<file path="src/rtl/uart_fifo_if.sv">
// uart_fifo_if: buffered host front end for the RS-232 UART (TX and RX FIFOs plus UART req/ack handshakes)
// Ports: clk, reset (sync, active-high)
//   host : wr_en/wr_data push TX; rd_en pops RX; rd_data/rx_valid show-ahead RX head;
//          tx_full, tx_count, rx_count status; sticky tx_ovf/rx_udf cleared by clr_err
//   UART : ld_tx_req/ld_tx_ack/tx_data load a byte; rx_req/rx_ack/uart_rx_data/uart_rx_empty unload a byte
module uart_fifo_if #(
    parameter int AW = 4
) (
    input  logic          clk,
    input  logic          reset,
    input  logic          wr_en,
    input  logic [7:0]    wr_data,
    input  logic          rd_en,
    output logic [7:0]    rd_data,
    output logic          rx_valid,
    output logic          tx_full,
    output logic [AW:0]   tx_count,
    output logic [AW:0]   rx_count,
    output logic          tx_ovf,
    output logic          rx_udf,
    input  logic          clr_err,
    output logic          ld_tx_req,
    input  logic          ld_tx_ack,
    output logic [7:0]    tx_data,
    output logic          rx_req,
    input  logic          rx_ack,
    input  logic [7:0]    uart_rx_data,
    input  logic          uart_rx_empty
);
    localparam int CW = AW + 1;
    localparam logic [AW:0] DEPTH = {1'b1, {AW{1'b0}}};
    typedef enum logic [1:0] {TI, TREQ, TWAIT} tx_st_t;
    typedef enum logic [1:0] {RI, RREQ, RWAIT} rx_st_t;
    logic [7:0] tx_mem [2**AW];
    logic [7:0] rx_mem [2**AW];
    logic [AW-1:0] tx_wp_q, tx_rp_q, rx_wp_q, rx_rp_q;
    logic [AW:0] tx_cnt_q, tx_cnt_d, rx_cnt_q, rx_cnt_d;
    logic tx_ovf_q, tx_ovf_d, rx_udf_q, rx_udf_d;
    logic ld_tx_req_q, rx_req_q;
    logic tx_push, tx_pop, rx_push, rx_pop;
    tx_st_t tx_st_q;
    rx_st_t rx_st_q;
    assign tx_full   = tx_cnt_q == DEPTH;
    assign rx_valid  = rx_cnt_q != '0;
    assign tx_count  = tx_cnt_q;
    assign rx_count  = rx_cnt_q;
    assign tx_ovf    = tx_ovf_q;
    assign rx_udf    = rx_udf_q;
    assign ld_tx_req = ld_tx_req_q;
    assign rx_req    = rx_req_q;
    assign tx_data   = tx_cnt_q != '0 ? tx_mem[tx_rp_q] : '0;
    assign rd_data   = rx_valid ? rx_mem[rx_rp_q] : '0;
    always_comb begin
        tx_push  = wr_en && !tx_full;
        tx_pop   = tx_st_q == TREQ && ld_tx_ack;
        rx_push  = rx_st_q == RREQ && rx_ack;
        rx_pop   = rd_en && rx_valid;
        tx_cnt_d = tx_cnt_q + CW'(tx_push) - CW'(tx_pop);
        rx_cnt_d = rx_cnt_q + CW'(rx_push) - CW'(rx_pop);
        // a fresh error event wins over a same-cycle clear
        tx_ovf_d = (wr_en && tx_full) || (tx_ovf_q && !clr_err);
        rx_udf_d = (rd_en && !rx_valid) || (rx_udf_q && !clr_err);
    end
    always_ff @(posedge clk) begin
        if (tx_push) tx_mem[tx_wp_q] <= wr_data;
        if (rx_push) rx_mem[rx_wp_q] <= uart_rx_data;
    end
    always_ff @(posedge clk) begin
        if (reset) begin
            tx_wp_q  <= '0;
            tx_rp_q  <= '0;
            rx_wp_q  <= '0;
            rx_rp_q  <= '0;
            tx_cnt_q <= '0;
            rx_cnt_q <= '0;
            tx_ovf_q <= 1'b0;
            rx_udf_q <= 1'b0;
        end else begin
            tx_wp_q  <= tx_wp_q + AW'(tx_push);
            tx_rp_q  <= tx_rp_q + AW'(tx_pop);
            rx_wp_q  <= rx_wp_q + AW'(rx_push);
            rx_rp_q  <= rx_rp_q + AW'(rx_pop);
            tx_cnt_q <= tx_cnt_d;
            rx_cnt_q <= rx_cnt_d;
            tx_ovf_q <= tx_ovf_d;
            rx_udf_q <= rx_udf_d;
        end
    end
    always_ff @(posedge clk) begin
        if (reset) begin
            tx_st_q     <= TI;
            ld_tx_req_q <= 1'b0;
        end else begin
            case (tx_st_q)
                TI:      if (tx_cnt_q != '0) begin
                             tx_st_q     <= TREQ;
                             ld_tx_req_q <= 1'b1;
                         end
                TREQ:    if (ld_tx_ack) begin
                             tx_st_q     <= TWAIT;
                             ld_tx_req_q <= 1'b0;
                         end
                TWAIT:   if (!ld_tx_ack) tx_st_q <= TI;
                default: tx_st_q <= TI;
            endcase
        end
    end
    // the full check in RI guarantees rx_push never lands on a full FIFO
    always_ff @(posedge clk) begin
        if (reset) begin
            rx_st_q  <= RI;
            rx_req_q <= 1'b0;
        end else begin
            case (rx_st_q)
                RI:      if (!uart_rx_empty && rx_cnt_q != DEPTH) begin
                             rx_st_q  <= RREQ;
                             rx_req_q <= 1'b1;
                         end
                RREQ:    if (rx_ack) begin
                             rx_st_q  <= RWAIT;
                             rx_req_q <= 1'b0;
                         end
                RWAIT:   if (!rx_ack) rx_st_q <= RI;
                default: rx_st_q <= RI;
            endcase
        end
    end
endmodule

</file>
<file path="config.mk">
export PLATFORM = sky130hd
export DESIGN_NAME = uart_fifo_if
export DESIGN_NICKNAME = d
export VERILOG_FILES = /design/src/rtl/uart_fifo_if.sv
export SDC_FILE = /design/constraint.sdc
export NUM_CORES = 1
export LEC_CHECK = 0
export ABC_AREA = 0
export BUFFER_PORTS_ARGS = -buffer_cell sky130_fd_sc_hd__clkbuf_2
export CAP_MARGIN = 20
export CORE_MARGIN = 2
export CORE_UTILIZATION = 60
export DETAILED_ROUTE_END_ITERATION = 10
export PLACE_DENSITY = 0.78
export SLEW_MARGIN = 15
export SYNTH_ARGS = -nofsm -noshare
export SYNTH_HDL_FRONTEND = slang
export SYNTH_SLANG_ARGS = --single-unit
</file>
<file path="constraint.sdc">
create_clock -name clk -period 4 [get_ports clk]
set_input_delay 0.4 -clock clk [delete_from_list [all_inputs] [get_ports clk]]
set_output_delay 0.4 -clock clk [all_outputs]
set_load 0.01 [all_outputs]
</file>
Word-level counts from Yosys, hierarchy flattened
Memory sizes are Yosys's and may differ from the RTL's. A register that Yosys moved wholly into a read port is not among the register bits.
Cells that the tools add are included.
{"block": "word_totals", "ff_bits": 34, "ram_bits": 256, "word_cells": 81, "memories": 2}
{"memory": "rx_mem", "depth": 16, "word_bits": 8, "read_ports": 1, "rd_ports_with_merged_regs": 1, "write_ports": 1, "line": "35", "rtl": "logic [7:0] rx_mem [2**AW];"}
{"memory": "tx_mem", "depth": 16, "word_bits": 8, "read_ports": 1, "rd_ports_with_merged_regs": 1, "write_ports": 1, "line": "34", "rtl": "logic [7:0] tx_mem [2**AW];"}
{"block": "classes", "add_sub_neg": 8, "n_eq_ne": 12, "muxes": 22, "n_reduce_logical": 25}
{"cell": "adder 4 x 1 -> 4 bit", "n": 4}
{"cell": "2-to-1 mux 8 bit", "n": 2}
{"cell": "2-to-1 mux 2 bit", "n": 6}
{"cell": "!= test 2 bit (second input constant)", "n": 6}
{"cell": "one-hot mux 2 bit (3 select lines)", "n": 2}
{"cell": "AND reduction 3 bit", "n": 4}
{"cell": "adder 5 x 1 -> 5 bit", "n": 2}
{"cell": "nonzero test 5 bit", "n": 2}
{"cell": "subtractor 5 x 1 -> 5 bit", "n": 2}
{"cell": "logical AND 1 bit", "n": 9}
{"cell": "2-to-1 mux 1 bit", "n": 8}
{"cell": "2-to-1 mux 4 bit", "n": 2}
{"cell": "== test 5 bit (second input constant)", "n": 1}
{"cell": "!= test 5 bit (second input constant)", "n": 1}
{"cell": "== test 2 x 1 -> 1 bit (second input constant)", "n": 2}
{"cell": "== test 2 bit (second input constant)", "n": 2}
{"cell": "logical NOT 1 bit", "n": 4}
{"cell": "logical NOT 2 bit", "n": 2}
{"cell": "one-hot mux 1 bit (2 select lines)", "n": 2}
{"cell": "nonzero test 2 bit", "n": 2}
{"cell": "logical OR 1 bit", "n": 2}

Logic depth before layout (Yosys ltp)
Gate-level depths: netlist (run 1).
{"block": "logic_depth", "depth_word": 5, "mapped_depth": 12, "depth_no_buf": 12}

Worst setup path after synthesis (run 1)
Ideal clock, no wire load.
{"block": "synth_path", "path_kind": "register -> register", "start": "reg rx_cnt_q[3] (netlist: rx_count[3])", "end": "reg rx_cnt_q[4] (netlist: rx_count[4])", "setup_time_ns": 0.071, "arrival_ns": 2.675, "required_ns": 3.929, "slack_ns": 1.254, "path_stages_with_launch": 13, "path_buffers": 1, "period_less_slack_ns": 2.746, "cell_sequence": "dfxtp_1 > inv_1 > ha_1 > or4b_1 > buf_6 > nand3_1 > nand2_1 > ha_1 > fa_1 > a21oi_1 > nor2_1 > or3_1 > a21oi_1"}
{"block": "synth_via", "elab_chain_len": 3, "elab_cells_between_ends": 4}
{"item": "from (decl)", "line": "37", "rtl": "logic [AW:0] tx_cnt_q, tx_cnt_d, rx_cnt_q, rx_cnt_d;"}
{"item": "from (signal assigned)", "line": "84", "rtl": "rx_cnt_q <= rx_cnt_d;"}
{"item": "nonzero test 5 bit", "line": "44", "rtl": "assign rx_valid = rx_cnt_q != '0;"}
{"item": "via rx_valid", "line": "15", "rtl": "output logic rx_valid,"}
{"item": "logical AND 1 bit", "line": "57", "rtl": "rx_pop = rd_en && rx_valid;"}
{"item": "subtractor 5 x 1 -> 5 bit", "line": "59", "rtl": "rx_cnt_d = rx_cnt_q + CW'(rx_push) - CW'(rx_pop);"}
The timed path passes the listed nets, and every way through them passes these cells.
A chain may end at the register's enable or synchronous reset.

==> metrics.yaml, run 1 <==
status: "completed"
post_cts_buffers: 0
vias: 5785
clock_sinks: 290
start_util: 0.606
synth_edf_count: 256
ys_warn_count: 0
drt_iter0_drc: 395
fin_nets: 730
syn_area_mm2: 0.0117
diodes: 0
critical_path.max_fanout: 16
ctsHoldBuffers: 0
maxSlewHeadroom: 0.300
max_clock_freq_mhz: 314
rows: 51
ant_nets: 0
first_pass_iters: 4
leakagePower_nw: 4.27
clk_pin_slew_ns: 0.06
setup_viol: 0
worstSetupEndpointType: "output port"
cts_buffers: 29
synth_nets: 665
viasPerCell: 5.95
drive_gt1_frac: 0.242
wl_per_cell_um: 22.3
power.total_w: 0.00768
die_x_um: 144
htree_levels: 1
grt_max_degree: 35
required_ns: 3.60
grt_antenna_before_repair: 0
post_cts_resize_count: 0
dpl.hpwl_um: 13700
startpoint_type: "flop"
rsz0062_at_grt: "false"
insertion_delay_ns: 0.53
drcViolationCount: 0
boundaryPins: 56
synthDistinctLibCells: 40
vdd_drop_max_uv: 432
period_minus_slack_ns: 3.19
syn_avg_cell_area_um2: 18.8
drt-total-wl_um: 21700
pwr-share-clk: 0.327
internal_power_w: 0.00565
grt_remaining_overflow: 0
arrival_ns: 2.79
track_usage: 0.218
pwr-share-comb: 0.211
grt_pass1_wl_um: 33700
areaGrowthSynthToFinish_pct: 11.5
power.density_mw_per_mm2: 589
finalHoldViolCount: 0
hold_path_class: "input pin to flop"
stdcell_count: 972
async_flop_share: 0
ys_ff_latch: 290
die_area_mm2: 0.0206
synthFlopType: "edfxtp_1"
finClkSkew_ns: 0.00902
grt_pass1_vias: 6061
tns_ns: 0
cts-root-buf: "clkbuf_16"
die_h_um: 144
synthCells: 621
cap_violations: 0
ys_seq_area_frac: 0.716
switchingPower_w: 0.00203
pwr-share-seq: 0.462
slew_violations: 0
worst-setup-path-type: "flop to output port"
tightest_slew_ns: 1.05
core-area_mm2: 0.0193
io_buffers: 55
gp_congestion: 0.754
swShare: 0.264
cts_tree: "built"
fin_crit_sh: 0.797
dp_cells: 920
clockBufferDepth: 3
-- cell usage in the layout (no fill, tap or decap), types with 11 or more instances in the layout --
cell and instances:
edfxtp_1 256, clkbuf_2 55, mux4_2 54, nor2_1 44
dfxtp_1 33, clkbuf_16 29, nor2b_1 22, a21oi_1 18
ha_1 18, a211oi_1 17, mux2i_1 16, buf_4 12
inv_1 11
-- layout make-up --
| cell class | instances | area (um2) |
|---|---|---|
| flip-flops and latches | 290 | 8370 |
| fillers | 1279 | 6240 |
| multi-input cells | 287 | 3050 |
| clock buffers | 39 | 763 |
| repair buffers | 67 | 365 |
| well taps | 265 | 332 |
| clock inverters | 13 | 116 |
| inverters | 11 | 41.3 |
-- cells in the mapped netlist (3+ instances only) --
master	n	area, um2
edfxtp_1	256	7690
mux4_2	54	1220
nor2_1	44	165
dfxtp_1	34	681
nor2b_1	22	138
a21oi_1	18	90.1
ha_1	18	225
a211oi_1	17	128
mux2i_1	16	160
clkbuf_1	11	41.3
inv_1	11	41.3
mux4_1	10	263
xnor2_1	10	87.6
mux2_2	8	90.1
nand2_1	8	30.0
nor3_1	8	40.0
buf_6	7	78.8
xor2_1	7	61.3
buf_2	6	30.0
nand2b_1	6	37.5
nand3_1	6	30.0
o21ai_1	6	30.0
buf_4	5	37.5
or3_1	5	31.3
nand3b_1	4	30.0
o21ai_0	4	20.0
nor3b_1	3	22.5
-- power groups by stage --
stage / clock, W / sequential [W] / combinational (W)
2_1_floorplan: 0 / 0.00358 / 0.00119
3_3_place_gp: 0 / 0.00360 / 0.00157
3_5_place_dp: 0 / 0.00361 / 0.00161
4_1_cts: 0.00255 / 0.00355 / 0.00165
5_1_grt: 0.00268 / 0.00357 / 0.00179
6_report: 0.00251 / 0.00355 / 0.00162
-- flip-flops by register name, indices dropped and copies added, names as in the netlist, 4 cells and up --
name      cells
rx_mem      128
tx_mem      128
tx_rp_q       4
rx_wp_q       4
rx_count      5
tx_count      5
rx_rp_q       4
tx_wp_q       4
-- cell families after synthesis --
group	count (synthesis)	share of synthesized area
AOI/OAI and AO/OA	51	0.0272
and+or+nand+nor	111	0.0494
DFF	290	0.716
muxes	88	0.148
xor gates and xnor gates	17	0.0127
adders and majority gates	20	0.0227
buffers and inverters	44	0.0240
-- path summary, 6_finish.rpt --
kind / to / startpoint / slack, ns / cells after the start
worst max-delay path: tx_data[6] / tx_rp_q[3] / 0.81 / 5
worst min-delay path: tx_st_q[0] / ld_tx_ack / 0.09 / 2
worst max register to register: rx_count[4] / rx_count[3] / 0.96 / 11
worst min register to register: rx_st_q[0] / rx_st_q[1] / 0.51 / 1
-- per-layer routing --
layer	up-vias	track usage	routed length (um)
met5	-	0	0
met3	31	0.0323	1150
met1	2969	0.280	8500
met2	182	0.397	11700
li1	2603	-	-
met4	0	0.0495	385
-- per-stage QoR --
step	util	hold slack [ns]	area, um2	setup slack (ns)
floorplan	-	0.454	11700	1.25
global placement	0.631	0.472	12200	1.06
detailed placement	0.631	0.494	12200	0.989
CTS	0.676	0.0832	13000	0.770
global route	0.676	0.118	13000	0.623
finish	0.676	0.0945	13000	0.812
-- critical path, stage by stage, from the launching register on --
cell,delay [ns]
dfxtp_1,0.91
buf_4,0.36
mux4_2,0.32
a211oi_1,0.36
a211oi_1,0.11
clkbuf_2,0.19
Power figures use the tool's default switching activity.
==> run 2: changes to the inputs <==
- ABC_AREA: 0 -> 1
- CORE_UTILIZATION: 60 -> 55
- PLACE_DENSITY: 0.78 -> 0.75
- clock period: 4 -> 2.9 ns (I/O delays scaled with it)
==> metrics.yaml, run 2 <==
status: "completed"
maxSlewHeadroom: 0.429
async_flop_share: 0
vias: 8034
cts-root-buf: "clkbuf_16"
power.density_mw_per_mm2: 796
clk_pin_slew_ns: 0.06
ys_warn_count: 0
switchingPower_w: 0.00324
r2r_setup_slack_ns: 0.49
swShare: 0.304
slew_violations: 0
ys_ff_latch: 290
syn_avg_cell_area_um2: 10.9
die_area_mm2: 0.0231
reg_top3: "rx_mem x128, tx_mem x128"
insertion_delay_ns: 0.54
min_to: "rx_st_q[1]"
grt_antenna_before_repair: 0
synth_most_common_cell: "nand2_1"
die_x_um: 152
cap_violations: 0
grt_pass1_vias: 7799
grt_remaining_overflow: 0
max_clock_freq_mhz: 379
finClkSkew_ns: 0.0181
leakagePower_nw: 5.21
track_usage: 0.219
viasPerCell: 5.51
ant_nets: 0
die_h_um: 152
synthTopCellsByCount: "nand2_1 (379), edfxtp_1 (256), nand3_1 (147)"
rsz0062_at_grt: "false"
startpoint_type: "flop"
grt_max_degree: 67
synth_area_leaders: "edfxtp_1 (64%), nand2_1 (12%), nand3_1 (6.1%)"
fin_nets: 1199
period_minus_slack_ns: 2.64
synthFlopType: "edfxtp_1"
synthCells: 1102
syn_area_mm2: 0.0121
areaGrowthSynthToFinish_pct: 11.1
cts_buffers: 28
vdd_drop_max_uv: 521
hold_path_class: "input pin to flop"
diodes: 0
drive_gt1_frac: 0.0969
io_buffers: 55
pwr-share-seq: 0.455
cts_tree: "built"
internal_power_w: 0.00741
clock_sinks: 290
clockBufferDepth: 3
tightest_slew_ns: 0.853
arrival_ns: 2.35
finalHoldViolCount: 0
htree_levels: 1
worstSetupEndpointType: "output port"
place_area_mm2: 0.0125
wl_per_cell_um: 17.6
drcViolationCount: 0
gp_congestion: 0.856
grt_pass1_wl_um: 40500
holdPathStages: 3
synth_top_area_frac: 0.637
worst-setup-path-type: "flop to output port"
power.total_w: 0.0107
timing.rr.end: "tx_count[4]"
synth_top_cell_by_area: "edfxtp_1"
final_common_cell: "nand2_1"
boundaryPins: 56
synth_edf_count: 256
final_area_mm2: 0.0134
required_ns: 2.61
ys_seq_area_frac: 0.694
rows: 54
dpl.hpwl_um: 15700
pwr-share-clk: 0.312
tns_ns: 0
pwr-share-comb: 0.233
reg2reg_depth: 12
r2r_start: "tx_count[3]"
synthDistinctLibCells: 23
start_util: 0.556
drt_iter0_drc: 750
setup_viol: 0
core-area_mm2: 0.0217
drt-total-wl_um: 25600
synth_nets: 1146
mostFrequentLayoutCells: "nand2_1 (379), edfxtp_1 (256), nand3_1 (147)"
critical_path.max_fanout: 65
holdCritStartpoint: "rx_ack"
fin_crit_sh: 0.911
first_pass_iters: 5
## run 2: changes by cell type after synthesis, moves of 31 or more
cell	previous run	this run
nand2_1	8	379
nand3_1	6	147
mux4_2	54	0
nor2_1	44	82
a21oi_1	18	51
inv_1	11	42
## run 2: per-layer routing
layer | global-route usage | part of all wire
met5 | 0 | 0
met4 | 0.0730 | 0.024
met3 | 0.0319 | 0.082
met2 | 0.354 | 0.47
met1 | 0.310 | 0.42
## run 2: power groups by stage
| stage | combinational (W) | clock (W) | sequential, W |
|---|---|---|---|
| 6_report | 0.00248 | 0.00332 | 0.00485 |
| 5_1_grt | 0.00279 | 0.00349 | 0.00487 |
| 4_1_cts | 0.00249 | 0.00336 | 0.00485 |
| 3_5_place_dp | 0.00246 | 0 | 0.00494 |
| 3_3_place_gp | 0.00241 | 0 | 0.00493 |
| 2_1_floorplan | 0.00169 | 0 | 0.00495 |
## run 2: what timing repair did
item	4_1_cts	5_1_grt
endpoints found under the hold margin	3	0
gates resized for setup	0	0
hold buffers	4	0
buffers inserted	0	0
## run 2: layout make-up
class | instances | area, um2
Clock buffer | 38 | 768
Sequential cell | 290 | 8370
Multi-Input combinational cell | 715 | 3220
Timing Repair Buffer | 71 | 430
Inverter | 49 | 184
Tap cell | 280 | 350
Clock inverter | 14 | 73.8
Fill cell | 1619 | 8300
## run 2: worst max path at each step
| stage | from | end | slack, ns |
|---|---|---|---|
| floorplan | tx_count[2] | tx_count[4] | 0.66 |
| global placement | tx_count[2] | tx_count[4] | 0.62 |
| detailed placement | tx_count[3] | tx_count[4] | 0.54 |
| CTS | tx_rp_q[0] | tx_data[2] | 0.23 |
| global route | tx_rp_q[0] | tx_data[1] | 0.05 |
| finish | tx_rp_q[0] | tx_data[2] | 0.26 |
## run 2: per-stage QoR
stage / setup slack, ns / hold slack, ns / instances / utilization
floorplan: 0.658 / 0.389 / 1102 / -
finish: 0.258 / 0.0253 / 1457 / 0.618
detailed placement: 0.543 / 0.449 / 1401 / 0.577
global placement: 0.616 / 0.440 / 1401 / 0.577
CTS: 0.227 / 0.00165 / 1457 / 0.618
global route: 0.0504 / 0.0336 / 1457 / 0.618
## run 2: worst max-delay path, cell delays in order, from the launching register on
cell and delay [ns]:
dfxtp_2 0.34, buf_4 0.55, nand2_1 0.11, nand3_1 0.12, nand3_1 0.09, nand2_1 0.14
nand2_1 0.06, a21oi_1 0.21, clkbuf_2 0.17
## run 2: logic make-up (layout without fill, tap and decap cells)
| group | after synthesis | count (layout) | share of synthesized area |
|---|---|---|---|
| buf+inv | 97 | 172 | 0.0394 |
| compound gates | 64 | 64 | 0.0270 |
| xor+xnor | 8 | 8 | 0.00581 |
| fa+ha+maj | 20 | 20 | 0.0220 |
| flops | 290 | 290 | 0.694 |
| simple gates | 623 | 623 | 0.212 |
